## config.mk

```make
export PLATFORM = sky130hd
export DESIGN_NAME = cache_wb_buffer_flat
export DESIGN_NICKNAME = d
export VERILOG_FILES = /design/src/rtl/cache_pkg.sv /design/src/rtl/cache_wb_buffer_if.sv /design/src/rtl/cache_wb_buffer_fifo.sv /design/src/rtl/cache_wb_buffer.sv /design/src/flat_wrapper.sv
export SDC_FILE = /design/constraint.sdc
export NUM_CORES = 2
export LEC_CHECK = 0
export CAP_MARGIN = 20
export CORE_ASPECT_RATIO = 1.25
export CORE_UTILIZATION = 35
export DETAILED_ROUTE_END_ITERATION = 8
export HOLD_SLACK_MARGIN = 0.03
export SKIP_LAST_GASP = 1
export SYNTH_ARGS = -nofsm -noshare
export SYNTH_HDL_FRONTEND = slang
export SYNTH_HIERARCHICAL = 1
export SYNTH_SLANG_ARGS = --single-unit
```

## constraint.sdc

```tcl
create_clock -name clk -period 5.9 [get_ports clk]
set_input_delay 1.475 -clock clk [delete_from_list [all_inputs] [get_ports clk]]
set_output_delay 1.475 -clock clk [all_outputs]
set_load 0.02 [all_outputs]
```

## src/rtl/cache_pkg.sv

```systemverilog
// Shared types for the cache write-back buffer: block/address widths,
// controller state encoding and the buffered entry payload.
package cache_pkg;

    localparam int unsigned BLOCK_WIDTH = 128;
    localparam int unsigned BADDR_WIDTH = 28;

    typedef enum logic [1:0] {
        IDLE   = 2'd0,
        RD_MEM = 2'd1,
        WR_MEM = 2'd2,
        RESP   = 2'd3
    } wb_state_e;

    typedef struct packed {
        logic [BADDR_WIDTH-1:0] addr;
        logic [BLOCK_WIDTH-1:0] data;
    } wb_entry_t;

endpackage

```

## src/rtl/cache_wb_buffer_if.sv

```systemverilog
// Block-level memory port: request/address/data out, completion pulse and
// read data back. The same protocol is used on the cache side and the memory side.
interface cache_wb_buffer_if;
    import cache_pkg::*;

    logic                   read;
    logic                   write;
    logic [BADDR_WIDTH-1:0] addr;
    logic [BLOCK_WIDTH-1:0] wdata;
    logic [BLOCK_WIDTH-1:0] rdata;
    logic                   ready;

    modport master (output read, write, addr, wdata, input rdata, ready);
    modport slave  (input read, write, addr, wdata, output rdata, ready);

endinterface

```

## src/rtl/cache_wb_buffer_fifo.sv

```systemverilog
// Circular queue of pending write-back blocks with a parallel address lookup
// used for read forwarding and write coalescing.
module wb_fifo
    import cache_pkg::*;
#(
    parameter  int unsigned DEPTH = 4,
    localparam int unsigned IW    = $clog2(DEPTH)
) (
    input  logic                   clk,
    input  logic                   rst,
    input  logic                   push,
    input  wb_entry_t              push_entry,
    input  logic                   pop,
    input  logic                   cw_en,
    input  logic [IW-1:0]          cw_idx,
    input  logic [BLOCK_WIDTH-1:0] cw_data,
    input  logic [BADDR_WIDTH-1:0] lookup_addr,
    output logic                   hit_c,
    output logic [IW-1:0]          hit_idx_c,
    output logic [BLOCK_WIDTH-1:0] hit_data_c,
    output wb_entry_t              head_c,
    output logic                   full_c,
    output logic                   empty
);

    localparam int unsigned CW = IW + 1;

    wb_entry_t        entry_q [DEPTH];
    wb_entry_t        entry_d [DEPTH];
    logic [DEPTH-1:0] valid_q, valid_d;
    logic [IW-1:0]    head_q, head_d;
    logic [IW-1:0]    tail_q, tail_d;
    logic [CW-1:0]    count_q, count_d;
    logic             empty_q, empty_d;

    // Coalescing on write keeps addresses unique, so at most one entry matches.
    always_comb begin
        hit_c     = 1'b0;
        hit_idx_c = '0;
        for (int unsigned i = 0; i < DEPTH; i++) begin
            if (valid_q[i] && (entry_q[i].addr == lookup_addr)) begin
                hit_c     = 1'b1;
                hit_idx_c = IW'(i);
            end
        end
    end

    assign hit_data_c = entry_q[hit_idx_c].data;
    assign head_c     = entry_q[head_q];
    assign full_c     = (count_q == CW'(DEPTH));
    assign empty      = empty_q;

    always_comb begin
        entry_d = entry_q;
        valid_d = valid_q;
        head_d  = head_q;
        tail_d  = tail_q;
        count_d = count_q;
        if (cw_en) begin
            entry_d[cw_idx].data = cw_data;
        end
        if (push) begin
            entry_d[tail_q] = push_entry;
            valid_d[tail_q] = 1'b1;
            tail_d          = tail_q + IW'(1);
            count_d         = count_d + CW'(1);
        end
        if (pop) begin
            valid_d[head_q] = 1'b0;
            head_d          = head_q + IW'(1);
            count_d         = count_d - CW'(1);
        end
        empty_d = (count_d == '0);
    end

    always_ff @(posedge clk) begin
        if (rst) begin
            valid_q <= '0;
            head_q  <= '0;
            tail_q  <= '0;
            count_q <= '0;
            empty_q <= 1'b1;
        end else begin
            valid_q <= valid_d;
            head_q  <= head_d;
            tail_q  <= tail_d;
            count_q <= count_d;
            empty_q <= empty_d;
        end
    end

    // Payload needs no reset: valid bits gate every use of it.
    always_ff @(posedge clk) begin
        entry_q <= entry_d;
    end

endmodule

```

## src/rtl/cache_wb_buffer.sv

```systemverilog
// Write-back buffer between the cache memory port and main memory: absorbs
// evictions, forwards buffered data to reads and drains when the cache is idle.
module cache_wb_buffer
    import cache_pkg::*;
#(
    parameter int unsigned DEPTH = 4
) (
    input  logic              clk,
    input  logic              rst,
    cache_wb_buffer_if.slave  c,
    cache_wb_buffer_if.master mem,
    output logic              wb_empty
);

    localparam int unsigned IW = $clog2(DEPTH);

    wb_state_e              state_q, state_d;
    logic                   c_ready_q, c_ready_d;
    logic [BLOCK_WIDTH-1:0] c_rdata_q, c_rdata_d;
    logic                   mem_read_q, mem_read_d;
    logic                   mem_write_q, mem_write_d;
    logic [BADDR_WIDTH-1:0] mem_addr_q, mem_addr_d;
    logic [BLOCK_WIDTH-1:0] mem_wdata_q, mem_wdata_d;

    logic                   push, pop, cw_en;
    logic                   hit_c, full_c, fifo_empty;
    logic [IW-1:0]          hit_idx_c;
    logic [BLOCK_WIDTH-1:0] hit_data_c;
    wb_entry_t              head_c;
    wb_entry_t              push_entry;

    assign push_entry = '{addr: c.addr, data: c.wdata};

    wb_fifo #(.DEPTH(DEPTH)) u_fifo (
        .clk        (clk),
        .rst        (rst),
        .push       (push),
        .push_entry (push_entry),
        .pop        (pop),
        .cw_en      (cw_en),
        .cw_idx     (hit_idx_c),
        .cw_data    (c.wdata),
        .lookup_addr(c.addr),
        .hit_c      (hit_c),
        .hit_idx_c  (hit_idx_c),
        .hit_data_c (hit_data_c),
        .head_c     (head_c),
        .full_c     (full_c),
        .empty      (fifo_empty)
    );

    // Reads beat writes, writes beat background drains; a write to a full,
    // non-matching buffer drains the head first and is re-evaluated afterwards.
    always_comb begin
        state_d     = state_q;
        c_ready_d   = 1'b0;
        c_rdata_d   = c_rdata_q;
        mem_read_d  = mem_read_q;
        mem_write_d = mem_write_q;
        mem_addr_d  = mem_addr_q;
        mem_wdata_d = mem_wdata_q;
        push        = 1'b0;
        pop         = 1'b0;
        cw_en       = 1'b0;
        unique case (state_q)
            IDLE: begin
                if (c.read) begin
                    if (hit_c) begin
                        c_rdata_d = hit_data_c;
                        c_ready_d = 1'b1;
                        state_d   = RESP;
                    end else begin
                        mem_read_d = 1'b1;
                        mem_addr_d = c.addr;
                        state_d    = RD_MEM;
                    end
                end else if (c.write && hit_c) begin
                    cw_en     = 1'b1;
                    c_ready_d = 1'b1;
                    state_d   = RESP;
                end else if (c.write && !full_c) begin
                    push      = 1'b1;
                    c_ready_d = 1'b1;
                    state_d   = RESP;
                end else if (c.write || !fifo_empty) begin
                    mem_write_d = 1'b1;
                    mem_addr_d  = head_c.addr;
                    mem_wdata_d = head_c.data;
                    state_d     = WR_MEM;
                end
            end
            RD_MEM: begin
                if (mem.ready) begin
                    c_rdata_d  = mem.rdata;
                    mem_read_d = 1'b0;
                    c_ready_d  = 1'b1;
                    state_d    = RESP;
                end
            end
            WR_MEM: begin
                if (mem.ready) begin
                    pop         = 1'b1;
                    mem_write_d = 1'b0;
                    state_d     = IDLE;
                end
            end
            RESP: begin
                state_d = IDLE;
            end
            default: begin
                state_d = IDLE;
            end
        endcase
    end

    always_ff @(posedge clk) begin
        if (rst) begin
            state_q     <= IDLE;
            c_ready_q   <= 1'b0;
            c_rdata_q   <= '0;
            mem_read_q  <= 1'b0;
            mem_write_q <= 1'b0;
            mem_addr_q  <= '0;
            mem_wdata_q <= '0;
        end else begin
            state_q     <= state_d;
            c_ready_q   <= c_ready_d;
            c_rdata_q   <= c_rdata_d;
            mem_read_q  <= mem_read_d;
            mem_write_q <= mem_write_d;
            mem_addr_q  <= mem_addr_d;
            mem_wdata_q <= mem_wdata_d;
        end
    end

    assign c.ready   = c_ready_q;
    assign c.rdata   = c_rdata_q;
    assign mem.read  = mem_read_q;
    assign mem.write = mem_write_q;
    assign mem.addr  = mem_addr_q;
    assign mem.wdata = mem_wdata_q;
    assign wb_empty  = fifo_empty;

endmodule

```

## src/flat_wrapper.sv

```systemverilog
// flat-port wrapper written by rule: the top's interface ports become plain ports
module cache_wb_buffer_flat import cache_pkg::*;
#(
    parameter int unsigned DEPTH = 4
)
  (clk, rst, wb_empty, c_read, c_write, c_addr, c_wdata, c_rdata, c_ready, mem_read, mem_write, mem_addr, mem_wdata, mem_rdata, mem_ready);
  cache_wb_buffer_if c_i ();
  cache_wb_buffer_if mem_i ();
  input  logic clk;
  input  logic rst;
  output logic wb_empty;
  input wire logic [$bits(c_i.read)-1:0] c_read;
  input wire logic [$bits(c_i.write)-1:0] c_write;
  input wire logic [$bits(c_i.addr)-1:0] c_addr;
  input wire logic [$bits(c_i.wdata)-1:0] c_wdata;
  output wire logic [$bits(c_i.rdata)-1:0] c_rdata;
  output wire logic [$bits(c_i.ready)-1:0] c_ready;
  output wire logic [$bits(mem_i.read)-1:0] mem_read;
  output wire logic [$bits(mem_i.write)-1:0] mem_write;
  output wire logic [$bits(mem_i.addr)-1:0] mem_addr;
  output wire logic [$bits(mem_i.wdata)-1:0] mem_wdata;
  input wire logic [$bits(mem_i.rdata)-1:0] mem_rdata;
  input wire logic [$bits(mem_i.ready)-1:0] mem_ready;
  assign c_i.read = c_read;
  assign c_i.write = c_write;
  assign c_i.addr = c_addr;
  assign c_i.wdata = c_wdata;
  assign c_rdata = c_i.rdata;
  assign c_ready = c_i.ready;
  assign mem_read = mem_i.read;
  assign mem_write = mem_i.write;
  assign mem_addr = mem_i.addr;
  assign mem_wdata = mem_i.wdata;
  assign mem_i.rdata = mem_rdata;
  assign mem_i.ready = mem_ready;
  cache_wb_buffer #(.DEPTH(DEPTH)) u_core (.clk(clk), .rst(rst), .c(c_i), .mem(mem_i), .wb_empty(wb_empty));
endmodule
```

# Word-level counts from Yosys, hierarchy flattened
# Index checks and enable logic that the tools add are counted.
dict set report classes {
  add_sub_neg 4
  n_mul 0
  div 0
  magnitude_cmp 9
  n_eq_ne 21
  shift 0
  muxes 68
  n_bitwise 9
  n_reduce_logical 24
}
# operator n
set ops {}
lappend ops {{624-bit bitwise mux} 2}
lappend ops {{624-bit 2-to-1 mux} 2}
lappend ops {{128-bit 2-to-1 mux} 6}
lappend ops {{156-bit binary-select mux with 2-bit select} 2}
lappend ops {{156-bit demux with 2-bit select} 2}
lappend ops {{156-bit 2-to-1 mux} 3}
lappend ops {{128-bit case mux with 2 select lines} 1}
lappend ops {{28-bit 2-to-1 mux} 5}
lappend ops {{28-bit == test} 4}
lappend ops {{1-bit 2-to-1 mux} 26}
lappend ops {{2-bit != test, second input constant} 10}
lappend ops {{2-bit 2-to-1 mux} 9}
lappend ops {{1-bit logical AND} 10}
lappend ops {{5-bit AND reduction} 2}
lappend ops {{3-bit >= comparator, second input constant} 3}
lappend ops {{2-bit inverter with 3-bit output} 3}
lappend ops {{4-bit 2-to-1 mux} 2}
lappend ops {{2-bit case mux with 4 select lines} 1}
lappend ops {{4-bit AND reduction} 2}
lappend ops {{2-bit by 3-bit < comparator with 1-bit output, second input constant} 2}
lappend ops {{3-bit by 1-bit < comparator with 1-bit output, second input constant} 2}
lappend ops {{3-bit 2-to-1 mux} 2}
lappend ops {{1-bit case mux with 2 select lines} 3}
lappend ops {{6-bit AND reduction} 1}
lappend ops {{20 further kinds} 30}
dict set report word_totals {
  regBits 925
  latchBits 0
  mem_bits_rw 0
  mem_bits_ro 0
  in_bits 289
  output_inout_bits 288
  wordCells 155
  memories 0
}

# Logic depth before layout (Yosys ltp)
dict set report logic_depth {
  depth_word 14
  depth_mapped 18
  ltp_nobuf 15
}

# Hierarchy
# Netlist, hierarchy kept.
# mod n_inst cells_each area_each_um2 seq_area_each_um2
set by_module_without_submodules {}
lappend by_module_without_submodules {wb_fifo 1 3647 36317.3 13853.3}
lappend by_module_without_submodules {cache_wb_buffer 1 1320 11484.8 5785.5}

# Worst setup path before layout
# Ideal clock, no wire load.
dict set report synth_timing {
  path_kind {input-to-reg}
  startpoint {input port c_addr[22]}
  endpoint {register u_core/u_fifo/entry_q[284] in the netlist's numbering (enable)}
  arrival_ps 5025
  t_required_ps 5497
  slack_ps 472
  cell_stages 13
  cell_sequence {clkbuf_1 -> xor2_1 -> nor3_1 -> nand4_1 -> nor2_4 -> or2_2 -> or3_1 -> nor3_1 -> and2_1 -> clkbuf_1 -> clkbuf_1 -> clkbuf_1 -> clkbuf_1}
}
# item line
set synth_rtl {}
lappend synth_rtl {{start: declaration} flat_wrapper.sv:14} ;# input wire logic [$bits(c_i.addr)-1:0] c_addr;
lappend synth_rtl {{28-bit == test} cache_wb_buffer_fifo.sv:41} ;# if (valid_q[i] && (entry_q[i].addr == lookup_addr)) begin
lappend synth_rtl {{1-bit logical AND} cache_wb_buffer_fifo.sv:41}
lappend synth_rtl {{2-bit 2-to-1 mux} cache_wb_buffer_fifo.sv:41}
lappend synth_rtl {{2-bit 2-to-1 mux *} cache_wb_buffer_fifo.sv:41}
lappend synth_rtl {{via u_core.hit_idx_c[1]} cache_wb_buffer.sv:27} ;# logic [IW-1:0] hit_idx_c;
lappend synth_rtl {{2-bit inverter with 3-bit output (not written as such) *} cache_wb_buffer_fifo.sv:60} ;# entry_d[cw_idx].data = cw_data;
lappend synth_rtl {{156-bit demux with 2-bit select *} cache_wb_buffer_fifo.sv:60}
lappend synth_rtl {{624-bit bitwise mux *} cache_wb_buffer_fifo.sv:60}
lappend synth_rtl {{624-bit 2-to-1 mux *} cache_wb_buffer_fifo.sv:59} ;# if (cw_en) begin
lappend synth_rtl {{624-bit bitwise mux} cache_wb_buffer_fifo.sv:63} ;# entry_d[tail_q] = push_entry;
lappend synth_rtl {{624-bit 2-to-1 mux *} cache_wb_buffer_fifo.sv:62} ;# if (push) begin
lappend synth_rtl {{end signal: assignment} cache_wb_buffer_fifo.sv:94} ;# entry_q <= entry_d;
lappend synth_rtl {{end: declaration} cache_wb_buffer_fifo.sv:28} ;# wb_entry_t entry_q [DEPTH];
# Mark *: on every way through the listed nets, which the timed path passes. The rest lies on a longest branch.
# A chain may end at the register's enable or synchronous reset.

==> summary.txt <==
Global route
  – Met2 Use GR: 39.3%
  – Global Route met3 Usage: 4.02%
  – GR peak layer: met2
  – Largest net degree at the start of global routing: 118
  – Vias in the first global route: 37,855
  – Grt met1 use: 31.1%
  – GRT Total Usage: 23.6%
  – Global route overflow: 0
  – First-pass GRT wire length: 251,000 um
  – Initial antenna violation count: 23

Clocking
  – # H-tree levels: 3
  – Post-cts resize count: 0
  – Setup bufs post-CTS: 0
  – CTS tree: done
  – CTS clock-pin slew for the worst setup and hold paths: 0.06 ns
  – CTS Hold Bufs: 0
  – Max clock buf depth: 3
  – # clock sinks: 925
  – CTS buffer count: 102
  – Clock Latency Late Sink: 0.74 ns
  – CTS root buffer: clkbuf_16

Power and ir drop
  – Clock share of power: 33.9%
  – Max IR drop VDD: 0.000239 V
  – Post-layout power: 0.0195 W
  – Net Sw Power: 0.00599 W
  – Sequential Power Share: 42.6%
  – PwrDens: 331 nW/um^2
  – Comb power frac: 23.6%
  – Pleak: 23.5 nW
  – Cell internal pwr: 0.0135 W
  – Sw Share: 30.7%

STA
  – RSZ-0062 raised after global routing: no
  – Setup TNS: 0 ns
  – Crit path time final: 5.12 ns
  – Max-slew violation count: 0
  – Final setup vio count: 0
  – Final period util: 86.7%
  – Fin. Hold Viols: 0
  – Clock Skew: 0.0278 ns
  – Worst Tran Pin Value: 1.05 ns
  – Worst relative slew slack: 29.9%
  – Fmax: 0.195 GHz

Detailed routing
  – Vias: 39,066
  – Post-Route WL: 167,000 um
  – DRT iter0 DRCs: 3,001
  – Routed Antenna Nets: 0
  – Routed WL per cell: 23.3 um
  – Via/cell ratio: 5.46
  – Drt pass-1 iters: 7
  – DRC: 0

Critical path
  – Max Fanout on Critical Path: 26
  – CP max stage cell: nor4_1
  – Slowest cell delay on critical path: 0.76 ns
  – Critical-path cell list: clkdlybuf4s50_1, xor2_1, nor4_1, nand4_1, nor4_4, or2_2, or3_1, and3_1, nor3b_2, buf_4, buf_12, mux2i_1, o21ai_0
  – Crit path arrival time: 5.72 ns
  – Critical Path RT: 6.51 ns
  – Critical Path Start Type: input port
  – Reg2Reg Setup Slack: 1.80 ns
  – Setup CP Type: input port to flop
  – Crit. End Element: flop

Final layout
  – Commonest non-fill, non-tap cells in the layout: nand2_1, dfxtp_1, mux2i_1
  – Area grow syn2layout: 23.0%
  – Most common cell after layout, fill and taps aside: nand2_1
  – Post-route insts no fill: 7,158
  – Fin nets: 5,612
  – Layout cells sized above 1: 13.7%

Synth
  – Ys flop type: dfxtp_1
  – Post-synth EDFFs: 112
  – Sequential cell area fraction in the yosys report: 41.1%
  – Count of different cell masters after synthesis: 50
  – Top-area cell type share of the netlist area: 34.0%
  – Mapped Area: 47,800 um^2
  – Syn Area/Cell: 9.62 um^2
  – Area contributors post-synth: dfxtp_1, mux2i_1, mux4_2
  – Cell taking the most area after synthesis: dfxtp_1
  – Flops & latches, synth: 925
  – Warnings from Yosys: 6
  – Cells after Synth: 4,967
  – Synth Net Count: 5,267
  – Async SR Flop Fraction: 0%

Placement
  – I/O Buffers: 576
  – Placer Congestion: 0.836
  – Dpl hpwl: 108,000 um
  – DP Cell Count: 6,967

Floorplan
  – Initial Util: 35.3%
  – Die Height: 415 um
  – Chip Width: 333 um
  – Site Rows: 151
  – IO Pins: 577
  – CORE AREA: 135,000 um^2
  – DIE AREA: 138,000 um^2

Worst hold path
  – Worst min-delay path category: flop to flop

Outcome
  – Status: finished clean

Job
  – Max-cap violations: 0
## power groups by stage
stage          Sequential (W)  Clock (W)  Combinational [W]
6_report              0.00830    0.00660            0.00459
2_1_floorplan         0.00834          0            0.00279
5_1_grt               0.00843    0.00702            0.00497
4_1_cts               0.00829    0.00677            0.00461
3_3_place_gp          0.00837          0            0.00452
3_5_place_dp          0.00841          0            0.00459
## cell usage after synthesis, drive strengths merged (2+ instances only)
master / n
xnor2: 61
mux4: 156
a21oi: 129
or2: 4
dfxtp: 813
nand3: 5
nand3b: 4
clkbuf: 232
mux2i: 642
a211oi: 262
and3: 241
nand4: 15
nor3: 34
buf: 228
o2111ai: 3
inv: 16
nand2b: 6
nor2: 330
nand2: 904
xor2: 52
and2: 6
ha: 11
nor4: 44
edfxtp: 112
a21o: 2
nor3b: 2
o21ai: 515
o31ai: 129
## cell families (layout without fill, tap and decap cells)
| family | count (synthesis) | in the layout | share of synthesized area [%] |
|---|---|---|---|
| xor gates and xnor gates | 113 | 113 | 2.10 |
| adders and majority gates | 11 | 11 | 0.288 |
| DFF | 925 | 925 | 41.1 |
| buffers and inverters | 476 | 903 | 4.88 |
| and+or+nand+nor | 1598 | 1598 | 16.1 |
| muxes | 799 | 799 | 20.8 |
| AOI/OAI and AO/OA | 1045 | 1045 | 14.7 |
| other | 0 | 5 | 0 |
## area by class of cell
type,count,area [um^2]
Fill cell,12997,76700
Multi-Input combinational cell,3566,25900
Sequential cell,925,19600
Timing Repair Buffer,701,7550
Clock buffer,148,2950
Tap cell,1759,2200
Clock inverter,38,459
Inverter,16,60.1
Antenna cell,5,12.5
## metal layers
layer / share of wire [%] / up-vias
li1: - / 18452
met1: 44 / 19040
met2: 48 / 1315
met3: 6.0 / 227
met4: 2.5 / 32
met5: 0.12 / -
## state kept, by name (all words and copies together), names as in the netlist
name	count
u_core/u_fifo/head_q	2
u_core/mem.read	1
u_core/u_fifo/entry_q	624
u_core/mem.wdata	128
u_core/state_q	2
u_core/mem.addr	28
u_core/c.ready	1
u_core/mem.write	1
u_core/c.rdata	128
u_core/u_fifo/tail_q	2
u_core/u_fifo/empty	1
u_core/u_fifo/count_q	3
u_core/u_fifo/valid_q	4
## through the flow
stage	hold slack, ns	util, %	area [um^2]	setup WS (ns)
4_1_cts	0.456	43.4	58800	0.862
3_3_place_gp	0.443	40.9	55400	0.163
6_report	0.451	43.4	58800	0.784
3_5_place_dp	0.448	40.9	55400	0.0551
2_1_floorplan	0.469	-	47800	0.472
5_1_grt	0.467	43.4	58800	0.644
## path summary, 6_finish.rpt
check	start	end	depth (start not counted)
max	c_addr[13]	u_core/u_fifo/entry_q[544]	13
min	u_core/mem.wdata[111]	u_core/mem.wdata[111]	2
max reg2reg	u_core/u_fifo/entry_q[141]	u_core/u_fifo/entry_q[544]	12
min reg2reg	u_core/mem.wdata[111]	u_core/mem.wdata[111]	2
## worst max-delay path: cells and delay by family
family	cells	cell delay, ns
and+or+nand+nor	7	2.48
buffers and inverters	3	1.22
muxes	1	0.22
xor gates and xnor gates	1	0.19
AOI/OAI and AO/OA	1	0.09
Power figures use the tool's default switching activity.
